<file path="config.mk">
export PLATFORM = sky130hd
export DESIGN_NAME = conv_window_sequencer
export DESIGN_NICKNAME = d
export VERILOG_FILES = /design/src/rtl/conv_pkg.sv /design/src/rtl/conv_loop_counter.sv /design/src/rtl/conv_window_sequencer.sv
export SDC_FILE = /design/constraint.sdc
export NUM_CORES = 1
export LEC_CHECK = 0
export ABC_AREA = 1
export ABC_CLOCK_PERIOD_IN_PS = 1700
export BUFFER_PORTS_ARGS = -buffer_cell sky130_fd_sc_hd__buf_4
export CAP_MARGIN = 20
export CORE_MARGIN = 2
export CORE_UTILIZATION = 55
export CTS_CLUSTER_SIZE = 40
export DETAILED_ROUTE_END_ITERATION = 16
export MAX_ROUTING_LAYER = met4
export PLACE_DENSITY = 0.76
export SYNTH_ARGS = -nofsm -noshare
export SYNTH_HDL_FRONTEND = slang
export SYNTH_SLANG_ARGS = --single-unit
</file>
<file path="constraint.sdc">
create_clock -name clk -period 1.7 [get_ports clk]
set_clock_uncertainty 0.1 [all_clocks]
set_input_delay 0.255 -clock clk [delete_from_list [all_inputs] [get_ports clk]]
set_output_delay 0.255 -clock clk [all_outputs]
set_load 0.005 [all_outputs]
</file>
<file path="src/rtl/conv_pkg.sv">
// Shared types and elaboration helpers for the conv window sequencer.
//   conv_state_t  : layer sequencing states
//   tap_flags_t   : per-tap MAC control flags carried down the read-latency pipe
//   conv_out_dim  : output map size for one axis
//   cnt_w         : counter width for a 0..n-1 count (never below 1 bit)
package conv_pkg;

    typedef enum logic [2:0] {IDLE, RUN, FLUSH, WRITE, DONE} conv_state_t;

    typedef struct packed {
        logic en;
        logic clr;
        logic pad;
    } tap_flags_t;

    function automatic int conv_out_dim(input int in_sz, input int k, input int s, input int p);
        return (in_sz + 2 * p - k) / s + 1;
    endfunction

    function automatic int cnt_w(input int n);
        return (n > 1) ? $clog2(n) : 1;
    endfunction

endpackage

</file>
<file path="src/rtl/conv_loop_counter.sv">
// One level of a nested loop counter.
//   clk, rstn : clock, async active-low reset
//   step      : advance this level by one
//   count     : current index 0..LIMIT-1
//   wrap      : step taken on the last index (count returns to 0); steps the next outer level
module conv_loop_counter
    import conv_pkg::*;
#(
    parameter int LIMIT = 2,
    parameter int W     = cnt_w(LIMIT)
) (
    input  logic         clk,
    input  logic         rstn,
    input  logic         step,
    output logic [W-1:0] count,
    output logic         wrap
);

    assign wrap = step && (count == W'(LIMIT - 1));

    always_ff @(posedge clk or negedge rstn) begin
        if (!rstn)     count <= '0;
        else if (step) count <= wrap ? '0 : count + W'(1);
    end

endmodule

</file>
<file path="src/rtl/conv_window_sequencer.sv">
// Sequences one convolution layer: one tap per cycle of pixel/weight BRAM reads,
// MAC clear/enable strobes aligned to the returning BRAM data, and one result
// write handshake per output pixel.
// Optional feature: define CONV_PAD_EN to honour PAD (out-of-map taps are not read
// and flagged with pad_zero); otherwise PAD is treated as 0.
// Ports:
//   clk, rstn          clock, async active-low reset
//   start              layer start pulse (accepted only in IDLE)
//   busy, done         layer in progress / one-cycle completion pulse
//   pic_en, pic_addr   pixel BRAM read
//   wgt_en, wgt_addr   weight BRAM read
//   mac_clr, mac_en    MAC load / accumulate, MEM_LAT after the read
//   pad_zero           current MAC tap is padding (use 0 as pixel)
//   out_valid/ready    result write handshake, out_addr stable while valid
module conv_window_sequencer
    import conv_pkg::*;
#(
    parameter int IN_CH      = 1,
    parameter int OUT_CH     = 6,
    parameter int IN_W       = 28,
    parameter int IN_H       = 28,
    parameter int K_W        = 5,
    parameter int K_H        = 5,
    parameter int STRIDE     = 1,
    parameter int PAD        = 0,
    parameter int MEM_LAT    = 1,
    parameter int MAC_LAT    = 1,
    parameter int ADDR_PIC_W = 10,
    parameter int ADDR_WGT_W = 9,
    parameter int ADDR_OUT_W = 12
) (
    input  logic                  clk,
    input  logic                  rstn,
    input  logic                  start,
    output logic                  busy,
    output logic                  done,
    output logic                  pic_en,
    output logic [ADDR_PIC_W-1:0] pic_addr,
    output logic                  wgt_en,
    output logic [ADDR_WGT_W-1:0] wgt_addr,
    output logic                  mac_clr,
    output logic                  mac_en,
    output logic                  pad_zero,
    output logic                  out_valid,
    input  logic                  out_ready,
    output logic [ADDR_OUT_W-1:0] out_addr
);

`ifdef CONV_PAD_EN
    localparam int PAD_E = PAD;
`else
    localparam int PAD_E = 0;
`endif
    localparam int OUT_W = conv_out_dim(IN_W, K_W, STRIDE, PAD_E);
    localparam int OUT_H = conv_out_dim(IN_H, K_H, STRIDE, PAD_E);
    localparam int TAPS  = IN_CH * K_H * K_W;
    localparam int FL    = MEM_LAT + MAC_LAT;
    localparam int FLW   = cnt_w(FL);

    // Pixel pointers use modular arithmetic: padded taps may point "below" the
    // map, but every address actually issued is in range and therefore exact.
    localparam logic [ADDR_PIC_W-1:0] PIC_ORG   = ADDR_PIC_W'(-(PAD_E * IN_W + PAD_E));
    localparam logic [ADDR_PIC_W-1:0] PIC_ROW   = ADDR_PIC_W'(IN_W);
    localparam logic [ADDR_PIC_W-1:0] PIC_PLANE = ADDR_PIC_W'(IN_H * IN_W);
    localparam logic [ADDR_PIC_W-1:0] PIC_XSTEP = ADDR_PIC_W'(STRIDE);
    localparam logic [ADDR_PIC_W-1:0] PIC_YSTEP = ADDR_PIC_W'(STRIDE * IN_W);
    localparam logic [ADDR_WGT_W-1:0] WGT_STEP  = ADDR_WGT_W'(TAPS);

    if (IN_CH * IN_H * IN_W > 2 ** ADDR_PIC_W) begin : g_chk_pic
        $error("conv_window_sequencer: ADDR_PIC_W too small for input map");
    end
    if (OUT_CH * TAPS > 2 ** ADDR_WGT_W) begin : g_chk_wgt
        $error("conv_window_sequencer: ADDR_WGT_W too small for weights");
    end
    if (PAD < 0 || MEM_LAT < 1 || MAC_LAT < 0) begin : g_chk_lat
        $error("conv_window_sequencer: bad PAD/MEM_LAT/MAC_LAT");
    end

    conv_state_t state, state_nx;
    logic [FLW-1:0] fl_cnt;
    logic run, win_step, tap_first, tap_pad;
    logic kx_wrap, ky_wrap, ic_wrap, ox_wrap, oy_wrap, oc_wrap;
    logic [cnt_w(K_W)-1:0]    kx;
    logic [cnt_w(K_H)-1:0]    ky;
    logic [cnt_w(IN_CH)-1:0]  ic;
    logic [cnt_w(OUT_W)-1:0]  ox;
    logic [cnt_w(OUT_H)-1:0]  oy;
    logic [cnt_w(OUT_CH)-1:0] oc;
    logic unused_cnt;

    assign run      = (state == RUN);
    assign win_step = (state == WRITE) && out_ready;

    // Tap loops advance every RUN cycle; window loops on each accepted result.
    conv_loop_counter #(.LIMIT(K_W))    u_kx (.clk(clk), .rstn(rstn), .step(run),      .count(kx), .wrap(kx_wrap));
    conv_loop_counter #(.LIMIT(K_H))    u_ky (.clk(clk), .rstn(rstn), .step(kx_wrap),  .count(ky), .wrap(ky_wrap));
    conv_loop_counter #(.LIMIT(IN_CH))  u_ic (.clk(clk), .rstn(rstn), .step(ky_wrap),  .count(ic), .wrap(ic_wrap));
    conv_loop_counter #(.LIMIT(OUT_W))  u_ox (.clk(clk), .rstn(rstn), .step(win_step), .count(ox), .wrap(ox_wrap));
    conv_loop_counter #(.LIMIT(OUT_H))  u_oy (.clk(clk), .rstn(rstn), .step(ox_wrap),  .count(oy), .wrap(oy_wrap));
    conv_loop_counter #(.LIMIT(OUT_CH)) u_oc (.clk(clk), .rstn(rstn), .step(oy_wrap),  .count(oc), .wrap(oc_wrap));

    // Window indices are only needed through their wrap pulses.
    assign unused_cnt = ^{ox, oy, oc};
    assign tap_first  = (kx == '0) && (ky == '0) && (ic == '0);

    always_ff @(posedge clk or negedge rstn) begin
        if (!rstn) begin
            state  <= IDLE;
            fl_cnt <= '0;
        end else begin
            state  <= state_nx;
            fl_cnt <= (state == FLUSH && fl_cnt != FLW'(FL - 1)) ? fl_cnt + FLW'(1) : '0;
        end
    end

    always_comb begin
        state_nx  = state;
        busy      = 1'b0;
        done      = 1'b0;
        out_valid = 1'b0;
        case (state)
            IDLE:  if (start) state_nx = RUN;
            RUN: begin
                busy = 1'b1;
                if (ic_wrap) state_nx = FLUSH;
            end
            FLUSH: begin
                busy = 1'b1;
                if (fl_cnt == FLW'(FL - 1)) state_nx = WRITE;
            end
            WRITE: begin
                busy      = 1'b1;
                out_valid = 1'b1;
                if (out_ready) state_nx = oc_wrap ? DONE : RUN;
            end
            DONE: begin
                done     = 1'b1;
                state_nx = IDLE;
            end
            default: state_nx = IDLE;
        endcase
    end

`ifdef CONV_PAD_EN
    // Window origin in map coordinates (may be negative at the top/left border).
    int wx, wy, ix, iy;
    always_ff @(posedge clk or negedge rstn) begin
        if (!rstn) begin
            wx <= -PAD_E;
            wy <= -PAD_E;
        end else if (win_step) begin
            wx <= ox_wrap ? -PAD_E : wx + STRIDE;
            if (oy_wrap)      wy <= -PAD_E;
            else if (ox_wrap) wy <= wy + STRIDE;
        end
    end
    assign ix      = wx + int'(kx);
    assign iy      = wy + int'(ky);
    assign tap_pad = run && (ix < 0 || ix >= IN_W || iy < 0 || iy >= IN_H);
`else
    assign tap_pad = 1'b0;
`endif

    // Pixel address: window base -> channel plane -> kernel row -> tap, all by increments.
    logic [ADDR_PIC_W-1:0] row_base, win_base, win_nx, chan_ptr, line_ptr, pic_ptr, pic_hold;
    logic [ADDR_WGT_W-1:0] wgt_base, wgt_nx, wgt_ptr;
    logic [ADDR_OUT_W-1:0] out_ptr;

    always_comb begin
        win_nx = win_base + PIC_XSTEP;
        if (oy_wrap)      win_nx = PIC_ORG;
        else if (ox_wrap) win_nx = row_base + PIC_YSTEP;
        wgt_nx = wgt_base;
        if (oc_wrap)      wgt_nx = '0;
        else if (oy_wrap) wgt_nx = wgt_base + WGT_STEP;
    end

    always_ff @(posedge clk or negedge rstn) begin
        if (!rstn) begin
            row_base <= PIC_ORG;
            win_base <= PIC_ORG;
            chan_ptr <= PIC_ORG;
            line_ptr <= PIC_ORG;
            pic_ptr  <= PIC_ORG;
            pic_hold <= '0;
            wgt_base <= '0;
            wgt_ptr  <= '0;
            out_ptr  <= '0;
        end else begin
            if (pic_en) pic_hold <= pic_ptr;
            if (win_step) begin
                if (ox_wrap) row_base <= win_nx;
                win_base <= win_nx;
                chan_ptr <= win_nx;
                line_ptr <= win_nx;
                pic_ptr  <= win_nx;
                wgt_base <= wgt_nx;
                wgt_ptr  <= wgt_nx;
                out_ptr  <= oc_wrap ? '0 : out_ptr + ADDR_OUT_W'(1);
            end else if (run) begin
                wgt_ptr <= wgt_ptr + ADDR_WGT_W'(1);
                // After the last tap the pointers are don't-care until the window reload.
                if (ky_wrap) begin
                    chan_ptr <= chan_ptr + PIC_PLANE;
                    line_ptr <= chan_ptr + PIC_PLANE;
                    pic_ptr  <= chan_ptr + PIC_PLANE;
                end else if (kx_wrap) begin
                    line_ptr <= line_ptr + PIC_ROW;
                    pic_ptr  <= line_ptr + PIC_ROW;
                end else begin
                    pic_ptr  <= pic_ptr + ADDR_PIC_W'(1);
                end
            end
        end
    end

    assign pic_en   = run && !tap_pad;
    assign pic_addr = pic_en ? pic_ptr : pic_hold;
    assign wgt_en   = run;
    assign wgt_addr = wgt_ptr;
    assign out_addr = out_ptr;

    // MAC strobes follow the read by MEM_LAT cycles so they line up with BRAM data.
    tap_flags_t tap_now;
    tap_flags_t vld_pipe [MEM_LAT:1];

    assign tap_now = '{en: run, clr: run && tap_first, pad: tap_pad};

    always_ff @(posedge clk or negedge rstn) begin
        if (!rstn) begin
            for (int i = 1; i <= MEM_LAT; i++) vld_pipe[i] <= '0;
        end else begin
            vld_pipe[1] <= tap_now;
            for (int i = 2; i <= MEM_LAT; i++) vld_pipe[i] <= vld_pipe[i-1];
        end
    end

    assign mac_en   = vld_pipe[MEM_LAT].en;
    assign mac_clr  = vld_pipe[MEM_LAT].clr;
    assign pad_zero = vld_pipe[MEM_LAT].pad;

endmodule

</file>
* Word-level counts from Yosys, hierarchy flattened
Index checks and enable logic that the tools add are counted.
Widths: inputs -> output; s select.
** Storage, ports and cells
- Register bits :: 116
** Operators by class
- Bitwise gates (word level) :: 2
- Eq/ne operators :: 13
- Muxes and demuxes :: 35
- $add $sub $neg :: 15
- Reduce and logical (&&, ||, !) cells :: 22
** Operators with widths (count)
- $mux 10 :: 14
- $mux 9 :: 4
- $mux 3 :: 8
- $add 10x1->10 const B :: 2
- $add 10x5->10 const B :: 2
- $add 12x1->12 const B :: 1
- $eq 3x3->1 const B :: 4
- $mux 12 :: 1
- $pmux 3 s4 :: 1
- $logic_and 1x1->1 :: 11
- $add 10x10->10 const B :: 1
- $add 5x1->5 const B :: 2
- $eq 5x5->1 const B :: 2
- $mux 5 :: 2
- $add 3x1->3 const B :: 3
- $add 9x1->9 const B :: 1
- $add 9x5->9 const B :: 1
- $logic_not 3->1 :: 3
- $eq 3x2->1 const B :: 2
- $ne 2x2->1 const B :: 3
- $reduce_and 2->1 :: 3
- $mux 1 :: 5
- $reduce_and 4->1 :: 1
- $reduce_bool 2->1 :: 2
- 6 further kinds :: 8

* Depth between registers and ports, before layout
Gate-level depths: netlist of run 1.
- Word-level depth :: 8
- Gate-level depth with buffers :: 12

* Hierarchy
Synthesis of run 1 repeated with hierarchy kept, for this count alone.
** Second synthesis, totals
- Cell total of the unflattened synthesis :: 847
- Area, all modules :: 6423.7 sq um
** Modules (own cells, without submodules)
- conv_window_sequencer :: cells each 714, seq. area each 2402.3 sq um, instances 1, area an instance 5372.7 sq um
- conv_loop_counter (u_ox ...) :: cells each 33, seq. area each 125.1 sq um, instances 2, area an instance 255.2 sq um
- conv_loop_counter (u_kx ...) :: cells each 21, seq. area each 75.1 sq um, instances 2, area an instance 166.4 sq um
- conv_loop_counter (u_oc) :: cells each 20, seq. area each 75.1 sq um, instances 1, area an instance 167.7 sq um
- conv_loop_counter (u_ic) :: cells each 5, seq. area each 25.0 sq um, instances 1, area an instance 40.0 sq um

* Worst setup path after synthesis of run 1
Ideal clock, no wire load.
- Path kind :: flip-flop to flip-flop
- From :: reg u_kx.count[0]
- To :: reg pic_ptr[2]
- Path slack :: -60 ps
- Clock period less this slack :: 1760 ps
- Setup time :: 113 ps
- Path buffers :: 1
- Arrival time :: 1547 ps
- Stages on the path, launching flop included :: 13
- Data required time :: 1487 ps
- Path through :: dfrtp_1 inv_1 ha_1 nand2_1 nor2_4 nand2_4 nand2_1 buf_4 o21ai_1 o21ai_0 nand3_1 nand2_1 inv_1
** Between the ends
- Longest elaborated chain between the ends :: 6
- Elaborated cells on any way between the ends :: 7
** Ends and longest elaborated chain
- start, declared :: RTL line conv_loop_counter.sv:15 : output logic [W-1:0] count,
- start signal, assigned :: RTL line conv_loop_counter.sv:23 : else if (step) count <= wrap ? '0 : count + W'(1);
- $eq 3x3->1 (*) :: RTL line conv_loop_counter.sv:19 : assign wrap = step && (count == W'(LIMIT - 1));
- $logic_and 1x1->1 (*) :: RTL line conv_loop_counter.sv:19
- $mux 10 / $logic_and 1x1->1 (equally long branches) :: RTL line conv_window_sequencer.sv:207, conv_loop_counter.sv:19
- $mux 10 (*) :: RTL line conv_window_sequencer.sv:203 : if (ky_wrap) begin
- $mux 10 (*) :: RTL line conv_window_sequencer.sv:200 : end else if (run) begin
- $mux 10 (*) :: RTL line conv_window_sequencer.sv:191 : if (win_step) begin
- end signal, assigned :: RTL line conv_window_sequencer.sv:206 : pic_ptr <= chan_ptr + PIC_PLANE;
- end signal, assigned :: RTL line conv_window_sequencer.sv:209 : pic_ptr <= line_ptr + PIC_ROW;
- end signal, assigned :: RTL line conv_window_sequencer.sv:211 : pic_ptr <= pic_ptr + ADDR_PIC_W'(1);
- end, declared :: RTL line conv_window_sequencer.sv:165 : logic [ADDR_PIC_W-1:0] row_base, win_base, win_nx, chan_ptr, line_ptr, pic_ptr, pic_hold;
Every way passes the cells marked *; elsewhere a longest branch is shown, timed or not. The select of a mux whose other input is x is not followed.
A chain may end at the register's enable or synchronous reset.

* Final worst setup path of run 1
- From :: reg state[2]
- To :: reg wgt_ptr[8] (netlist: wgt_addr[8])
** Between the ends
- Longest elaborated chain between the ends :: 7
- Elaborated cells on any way between the ends :: 10
** Ends and longest elaborated chain
- start, declared :: RTL line conv_window_sequencer.sv:79 : conv_state_t state, state_nx;
- start signal, assigned :: RTL line conv_window_sequencer.sv:111 : state <= state_nx;
- $eq 3x2->1 :: RTL line conv_window_sequencer.sv:92 : assign win_step = (state == WRITE) && out_ready;
- $logic_and 1x1->1 :: RTL line conv_window_sequencer.sv:92
- $logic_and 1x1->1 (2 in series) :: RTL line conv_loop_counter.sv:19
- $mux 9 / $logic_and 1x1->1 (equally long branches) :: RTL line conv_window_sequencer.sv:175, conv_loop_counter.sv:19
- $mux 9 :: RTL line conv_window_sequencer.sv:174 : if (oc_wrap) wgt_nx = '0;
- $mux 9 :: RTL line conv_window_sequencer.sv:191
- end signal, assigned :: RTL line conv_window_sequencer.sv:198 : wgt_ptr <= wgt_nx;
- end signal, assigned :: RTL line conv_window_sequencer.sv:201 : wgt_ptr <= wgt_ptr + ADDR_WGT_W'(1);
- end, declared :: RTL line conv_window_sequencer.sv:166 : logic [ADDR_WGT_W-1:0] wgt_base, wgt_nx, wgt_ptr;
Parallel ways exist; a longest one is shown, timed or not.

==> impl_metrics.env, run 1 <==
export IMPL_cp_start_kind="register"
export IMPL_path_clk_slew_ns=0.06
export IMPL_cts_buffer_depth=2
export IMPL_worst_slack_ns=-0.429
export IMPL_overflow=0
export IMPL_drt_first_iter_violations=961
export IMPL_maxSlewViolCount=0
export IMPL_htreeDepth=4
export IMPL_io_pins=43
export IMPL_synth_top_area_share_pct=45.6
export IMPL_synth_common_cells="nand2_1, dfrtp_1, inv_1"
export IMPL_multiInputGateArea_um2=3840
export IMPL_cp_required_ns=1.92
export IMPL_yosysSeqAreaShare_pct=45.6
export IMPL_power_density_nw_per_um2=1790
export IMPL_grt_max_degree=41
export IMPL_status="finished, violations left"
export IMPL_syn_to_final_growth_pct=53.4
export IMPL_synth_most_common_cell="nand2_1"
export IMPL_drt_first_pass_iters=6
export IMPL_layout_drive_gt1_share_pct=40.3
export IMPL_num_vias=7330
export IMPL_hold_class="in -> reg"
export IMPL_drtAntennaViolNets=0
export IMPL_met1_usage_pct=39.0
export IMPL_start_util_pct=56.0
export IMPL_maxCapViolCount=0
export IMPL_post_route_period_util_pct=125
export IMPL_netlist_instances=827
export IMPL_dp_final_hpwl_um=11900
export IMPL_port_buffers=41
export IMPL_relSlewSlack_pct=61.8
export IMPL_postSynthAreaPerCell_um2=7.70
export IMPL_antenna_found_initial=0
export IMPL_ys_async_sr_fraction_pct=100
export IMPL_coreArea_um2=11400
export IMPL_violations="setup timing"
export IMPL_die_h_um=112
export IMPL_dp_cells=1089
export IMPL_leakagePower_nw=4.89
export IMPL_wirelength_um=25600
export IMPL_gp_congestion=0.915
export IMPL_die_x_um=112
export IMPL_wl_per_cell_um=21.9
export IMPL_grtUsageTotal_pct=35.6
export IMPL_critPathCaptureType="register"
export IMPL_avgViaCountPerCell=6.26
export IMPL_cp_arrival_ns=2.35
export IMPL_synthTopCellsByArea="dfrtp_1, nand2_1, inv_1"
export IMPL_grt_use_met2_pct=60.8
export IMPL_insertion_delay_ns=0.43
export IMPL_cts_tree="yes"
export IMPL_num_rows=39
export IMPL_clock_sinks=116
export IMPL_yosysTopAreaCell="dfrtp_1"
export IMPL_drcViolationCount=0
export IMPL_top_usage_layer="met2"
export IMPL_yosys_warnings=0
export IMPL_rsz0062_at_grt="true"
export IMPL_dieArea_um2=12500
export IMPL_path_class="reg -> reg"
export IMPL_ir_drop_mv=1.91
export IMPL_synth_edf_count=0
export IMPL_worst_pin_slew_ns=0.571
export IMPL_syn_area_um2=6370
export IMPL_fillers=516
export IMPL_grt_pass1_vias=6985
export IMPL_antenna_cells=0
export IMPL_ys_seq_elements=116
export IMPL_root_buffer="clkbuf_16"
export IMPL_grt_pass1_wl_um=34100
export IMPL_fmax_mhz=470
export IMPL_finalSetupViolations=108
export IMPL_instances_no_fill=1170
export IMPL_synth_distinct_cells=41
export IMPL_met3_usage_pct=8.82
export IMPL_pre_cts_slack_ns=-0.227
export IMPL_nNetsFinal=1037
export IMPL_synth_fp_nets=847
export IMPL_register_area_um2=2910
export IMPL_synthFlopType="dfrtp_1"
export IMPL_finalHoldViolations=0
export IMPL_crit_fanout=6
export IMPL_cts_buffers=17
export IMPL_fin_crit_ns=2.13
worst paths after layout:
| path | startpoint | to | slack (ns) | cells after the start |
|---|---|---|---|---|
| min in group asynchronous | rstn | line_ptr[7] | 0.24 | 2 |
| max in group asynchronous | rstn | out_addr[1] | 0.66 | 3 |
| min reg2reg | fl_cnt | fl_cnt | 0.36 | 1 |
| max reg2reg | state[2] | wgt_addr[8] | -0.43 | 10 |
| min | start | state[1] | 0.15 | 4 |
| max | state[2] | wgt_addr[8] | -0.43 | 10 |
critical path: stages, from the launching register on:
cell     delay (ns)
dfrtp_1        0.42
inv_2          0.14
nand3_4        0.12
nor2_8         0.25
nand3_4        0.16
nor2_4         0.23
nand3_4        0.19
nand2_4        0.17
nor2_2         0.06
nor2_1         0.11
nor2_1         0.05
state kept, by name (all words and copies together), names as in the netlist:
signal,flops
out_addr,12
u_oc.count,3
u_ox.count,5
u_ky.count,3
row_base,10
chan_ptr,10
wgt_addr,9
state,3
u_ic.count,1
u_oy.count,5
wgt_base,9
mac_clr,1
pic_ptr,10
u_kx.count,3
fl_cnt,1
mac_en,1
win_base,10
pic_hold,10
line_ptr,10
layer usage:
metal	wire length (um)	share of wire, %
met3	2330	9.1
met5	0	0
met2	12500	49
met1	8920	35
met4	1890	7.4
area by class of cell:
cell class	instances	area share, %
flip-flops and latches	116	29.7
inverters	113	4.92
repair inverters	2	0.243
clock inverters	5	0.512
clock buffers	24	5.14
well taps	143	1.83
repair buffers	189	18.2
multi-input cells	578	39.4
cells in the final DEF (no fill, tap or decap), types with 16 or more instances in the layout:
cell type and count:
nand4_1 16, nand2_2 30, xor2_1 24, dfrtp_1 114, a21oi_1 25, nor2_1 70, clkbuf_16 18, o21ai_2 24
nand2_1 150, o21ai_0 16, buf_4 125, nand3_1 42, a21oi_2 19, inv_1 95, nand2_4 16, nor2_4 17
buf_6 46
logic make-up after synthesis:
group	Yosys count	synth area share [%]
other	1	0.0589
DFF	116	45.6
AOI/OAI and AO/OA	132	11.2
xor gates and xnor gates	27	3.71
and+or+nand+nor	401	27.8
buffers and inverters	134	8.51
adders and majority gates	16	3.14
repair_timing:
item                                    4_1_cts  5_1_grt
hold endpoints to repair                     28        0
endpoints found under the setup margin       96      111
cloned                                        6        1
setup buffers                                33       26
pin swaps                                    37       52
resized for setup                           217      152
hold buffers                                  1        0
through the flow:
stage	instance area [um2]	power (mW)	TNS, ns	util, %	hold WS [ns]
after floorplan	6380	8.12	0	-	-0.141
after global placement	7550	10.5	-4.51	66.4	0.132
after global routing	9770	18.2	-31.64	85.9	0.155
final	9770	17.5	-28.91	85.9	0.145
after detailed placement	7550	10.8	-8.12	66.4	0.135
after CTS	9090	15.4	-14.09	80.0	0.122
power breakdown:
group / switching (mW) / total [mW] / internal [mW] / leakage (nW)
logic: 5.26 / 9.19 / 3.92 / 3.21
registers: 1.04 / 4.83 / 3.80 / 1.40
clock network: 1.29 / 3.46 / 2.16 / 0.278
total: 7.59 / 17.5 / 9.88 / 4.89
No activity file was read; power rests on OpenSTA's default activity.
==> inputs of run 2 (changes only) <==
--- a/config.mk
+++ b/config.mk
@@ -15,6 +15,7 @@
 export DETAILED_ROUTE_END_ITERATION = 16
 export MAX_ROUTING_LAYER = met4
 export PLACE_DENSITY = 0.76
+export RECOVER_POWER = 50
 export SYNTH_ARGS = -nofsm -noshare
 export SYNTH_HDL_FRONTEND = slang
 export SYNTH_SLANG_ARGS = --single-unit
==> impl_metrics.env, run 2 (synthesized netlist as in run 1, its figures left out) <==
export IMPL_worst_slack_ns=-0.423
export IMPL_path_class="reg -> reg"
export IMPL_finalHoldViolations=0
export IMPL_multiInputGateArea_um2=3840
export IMPL_num_rows=39
export IMPL_worst_pin_slew_ns=0.859
export IMPL_reg2regPathDepth=10
export IMPL_grtUsageTotal_pct=35.6
export IMPL_relSlewSlack_pct=42.8
export IMPL_path_clk_slew_ns=0.05
export IMPL_post_route_util_pct=85.7
export IMPL_cp_slowest_cell="dfrtp_1"
export IMPL_pre_cts_slack_ns=-0.227
export IMPL_gp_congestion=0.915
export IMPL_path_depth=10
export IMPL_antenna_found_initial=0
export IMPL_htreeDepth=4
export IMPL_nNetsFinal=1037
export IMPL_cp_num_buf_inv=6
export IMPL_drt_first_iter_violations=977
export IMPL_ir_drop_mv=1.90
export IMPL_slowest_delay_ns=0.42
export IMPL_cp_start_kind="register"
export IMPL_wl_per_cell_um=21.8
export IMPL_port_buffers=41
export IMPL_cp_top_family="buffers and inverters"
export IMPL_violations="setup timing"
export IMPL_critPathCaptureType="register"
export IMPL_layout_drive_gt1_share_pct=40.3
export IMPL_power_clock_fraction_pct=19.8
export IMPL_grt_pass1_wl_um=34100
export IMPL_avgViaCountPerCell=6.30
export IMPL_fin_crit_ns=2.12
export IMPL_status="finished, violations left"
export IMPL_overflow=0
export IMPL_register_area_um2=2910
export IMPL_largest_reg_flops=12
export IMPL_grt_pass1_vias=6985
export IMPL_path_cells="inv_2 > nand3_4 > nor2_8 > buf_4 > buf_6 > buf_12 > buf_12 > nand3_4 > buf_4 > a22oi_1"
export IMPL_reg2reg_slack_ns=-0.42
export IMPL_die_h_um=112
export IMPL_clock_sinks=116
export IMPL_rsz0062_at_grt="true"
export IMPL_hold_class="in -> reg"
export IMPL_post_route_period_util_pct=125
export IMPL_p_sw_mw=7.56
export IMPL_sequentialPowerShare_pct=27.6
export IMPL_fmax_mhz=471
export IMPL_crit_fanout=6
export IMPL_r2r_start="state[2]"
export IMPL_start_util_pct=56.0
export IMPL_maxSlewViolCount=0
export IMPL_num_vias=7369
export IMPL_layout_common_cells="nand2_1, buf_4, dfrtp_1, inv_1, nor2_1"
export IMPL_maxCapViolCount=0
export IMPL_syn_to_final_growth_pct=53.1
export IMPL_drt_first_pass_iters=6
export IMPL_antenna_cells=0
export IMPL_die_x_um=112
export IMPL_cts_tree="yes"
export IMPL_final_common_cell="nand2_1"
export IMPL_leakagePower_nw=4.88
export IMPL_setup_worst_path_end="chan_ptr[7]"
export IMPL_fillers=522
export IMPL_drtAntennaViolNets=0
export IMPL_cp_required_ns=1.92
export IMPL_finalPower_mw=17.4
export IMPL_internal_power_mw=9.88
export IMPL_coreArea_um2=11400
export IMPL_grt_max_degree=41
export IMPL_cts_buffer_depth=2
export IMPL_finalSetupViolations=108
export IMPL_combPwrFrac_pct=52.6
export IMPL_hold_depth=4
export IMPL_cp_arrival_ns=2.35
export IMPL_dp_final_hpwl_um=11900
export IMPL_root_buffer="clkbuf_16"
export IMPL_cts_buffers=17
export IMPL_drcViolationCount=0
export IMPL_swShare_pct=43.3
export IMPL_wirelength_um=25500
export IMPL_rr_endpoint="chan_ptr[7]"
export IMPL_io_pins=43
export IMPL_critPathLaunch="state[2]"
export IMPL_power_density_nw_per_um2=1790
export IMPL_dieArea_um2=12500
export IMPL_insertion_delay_ns=0.43
## run 2: tightest hold or removal path, stage by stage
cell and delay, ns:
buf_4 0.08, nor3_1 0.04, inv_1 0.10, a31o_2 0.16
## run 2: worst min path at each step
stage / slack, ns / endpoint / start
final: 0.14 / state[1] / start
after floorplan: -0.14 / chan_ptr[0] / rstn
after CTS: 0.12 / state[1] / start
after global routing: 0.15 / state[1] / start
after detailed placement: 0.14 / line_ptr[9] / rstn
after global placement: 0.13 / line_ptr[9] / rstn
## run 2: layout make-up
type                    count  area share (%)
well taps                 143            1.84
inverters                 113            4.93
multi-input cells         578            39.5
clock inverters             5           0.514
repair buffers            189            18.1
repair inverters            2           0.244
flip-flops and latches    116            29.8
clock buffers              24            5.15
## run 2: repair_timing
action / CTS / global route
buffers inserted: 33 / 26
hold buffers: 1 / 0
endpoints found under the setup margin: 96 / 111
hold endpoints to repair: 28 / 0
gates resized for setup: 217 / 152
cloned: 6 / 1
pin swaps: 37 / 52
## run 2: power by group through the flow
stage                     Combinational, mW  Clock [mW]  Sequential [mW]
after floorplan                        3.62           0             4.49
after global placement                 5.91           0             4.56
after detailed placement               6.15           0             4.61
after CTS                              7.43        3.38             4.62
after global routing                   9.69        3.57             4.89
final                                  9.17        3.45             4.82
## run 2: through the flow
step	cells	instance area, um2	hold WS [ns]	TNS [ns]
floorplan	827	6380	-0.141	0
global placement	1089	7550	0.132	-4.51
detailed placement	1089	7550	0.135	-8.12
CTS	1157	9090	0.122	-14.09
global route	1170	9740	0.155	-31.64
finish	1170	9740	0.142	-27.87
## run 2: per-layer routing
layer	GRT usage, %	share of wire [%]
met4	17.6	7.4
met1	39.0	34
met3	8.82	9.3
met2	60.8	49
met5	-	0
==> inputs of run 3 (changes only) <==
--- a/config.mk
+++ b/config.mk
@@ -7,7 +7,7 @@
 export LEC_CHECK = 0
 export ABC_AREA = 1
 export ABC_CLOCK_PERIOD_IN_PS = 1700
-export BUFFER_PORTS_ARGS = -buffer_cell sky130_fd_sc_hd__buf_4
+export BUFFER_PORTS_ARGS = -buffer_cell sky130_fd_sc_hd__buf_2
 export CAP_MARGIN = 20
 export CORE_MARGIN = 2
 export CORE_UTILIZATION = 55
==> impl_metrics.env, run 3 (synthesized netlist as in run 1, its figures left out) <==
export IMPL_die_x_um=112
export IMPL_post_route_period_util_pct=127
export IMPL_worst_slack_ns=-0.457
export IMPL_place_area_um2=7420
export IMPL_cts_tree="yes"
export IMPL_maxCapViolCount=0
export IMPL_fin_crit_ns=2.16
export IMPL_gp_congestion=0.909
export IMPL_dp_final_hpwl_um=11000
export IMPL_coreArea_um2=11400
export IMPL_crit_fanout=6
export IMPL_dp_cells=1089
export IMPL_finalHoldViolations=0
export IMPL_wl_per_cell_um=23.5
export IMPL_syn_to_final_growth_pct=52.3
export IMPL_start_util_pct=56.0
export IMPL_num_rows=39
export IMPL_avgViaCountPerCell=6.47
export IMPL_finish_instance_area_um2=9700
export IMPL_relSlewSlack_pct=54.3
export IMPL_insertion_delay_ns=0.44
export IMPL_drt_first_pass_iters=8
export IMPL_cp_slowest_cell="dfrtp_1"
export IMPL_cp_num_buf_inv=3
export IMPL_drt_first_iter_violations=1269
export IMPL_fmax_mhz=464
export IMPL_wirelength_um=27900
export IMPL_largest_reg_flops=12
export IMPL_status="finished, violations left"
export IMPL_cts_buffers=17
export IMPL_root_buffer="clkbuf_16"
export IMPL_grt_max_degree=39
export IMPL_htreeDepth=4
export IMPL_grtUsageTotal_pct=31.4
export IMPL_cp_top_family="simple AND/OR/NAND/NOR gates"
export IMPL_dieArea_um2=12500
export IMPL_critPathCaptureType="register"
export IMPL_io_pins=43
export IMPL_cp_required_ns=1.90
export IMPL_drcViolationCount=0
export IMPL_path_cells="inv_2 > nand3_4 > nor2_8 > nand3_4 > nor2_4 > buf_12 > nor2_4 > nand2_2 > o21ai_2 > o21ai_1 > inv_1"
export IMPL_leakagePower_nw=4.90
export IMPL_num_vias=7674
export IMPL_path_class="reg -> reg"
export IMPL_cp_start_kind="register"
export IMPL_hold_class="in -> reg"
export IMPL_overflow=0
export IMPL_grt_pass1_wl_um=30000
export IMPL_port_buffers=41
export IMPL_final_common_cell="nand2_1"
export IMPL_grt_pass1_vias=6259
export IMPL_antenna_found_initial=2
export IMPL_drtAntennaViolNets=0
export IMPL_maxSlewViolCount=0
export IMPL_cts_buffer_depth=2
export IMPL_path_clk_slew_ns=0.06
export IMPL_power_density_nw_per_um2=1850
export IMPL_layout_common_cells="nand2_1, dfrtp_1, inv_1, buf_4, nor2_1"
export IMPL_layout_drive_gt1_share_pct=39.9
export IMPL_worst_pin_slew_ns=0.685
export IMPL_rsz0062_at_grt="true"
export IMPL_ir_drop_mv=1.82
export IMPL_clock_sinks=116
export IMPL_violations="setup timing"
export IMPL_finalSetupViolations=102
export IMPL_slowest_delay_ns=0.40
export IMPL_cp_arrival_ns=2.36
export IMPL_die_h_um=112
export IMPL_instances_no_fill=1187
export IMPL_nNetsFinal=1050
## run 3: worst paths after layout
check / startpoint / endpoint / slack [ns] / cells after the start
min reg2reg: pic_hold[7] / pic_hold[7] / 0.39 / 2
min: start / state[1] / 0.21 / 4
max in group asynchronous: rstn / out_addr[4] / 0.19 / 3
max reg2reg: state[2] / pic_ptr[1] / -0.46 / 11
max: state[2] / pic_ptr[1] / -0.46 / 11
min in group asynchronous: rstn / pic_hold[2] / 0.29 / 2
## run 3: metrics by stage
step	power, mW	setup WS (ns)	hold WS [ns]	util, %	setup TNS [ns]
floorplan	8.12	0.00918	-0.141	-	0
global placement	10.2	-0.169	0.115	65.3	-3.25
detailed placement	10.3	-0.242	0.105	65.3	-6.29
CTS	14.7	-0.227	0.106	76.4	-11.22
global route	18.5	-0.484	0.221	85.3	-29.27
finish	17.9	-0.457	0.205	85.3	-24.27
## run 3: power breakdown
part / internal, mW / leakage, nW / switching, mW
combinational: 4.02 / 3.23 / 5.68
clock: 1.99 / 0.264 / 1.34
sequential: 3.79 / 1.41 / 1.08
## run 3: timing repair
item,4_1_cts,5_1_grt
hold endpoints to repair,29,0
pin swaps,35,63
gates resized for setup,138,200
hold buffers,1,0
cloned,6,3
setup buffers,27,39
endpoints found under the setup margin,87,105
## run 3: worst min-delay path: stages
cell and delay, ns:
buf_2 0.09, nor3_1 0.05, inv_1 0.12, a31o_4 0.18
## run 3: layer usage
metal	track usage (%)	wire length, um
met1	37.8	9000
met2	51.6	13000
met3	6.59	2960
met4	12.9	2980
met5	-	0
## run 3: area by class of cell
| cell class | instances | area [um2] |
|---|---|---|
| Clock inverter | 5 | 25.0 |
| Timing Repair inverter | 2 | 23.8 |
| Tap cell | 143 | 179 |
| Timing Repair Buffer | 202 | 1880 |
| Multi-Input combinational cell | 578 | 3690 |
| Sequential cell | 116 | 2900 |
| Fill cell | 466 | 1670 |
| Inverter | 113 | 493 |
| Antenna cell | 2 | 5.00 |
| Clock buffer | 26 | 499 |
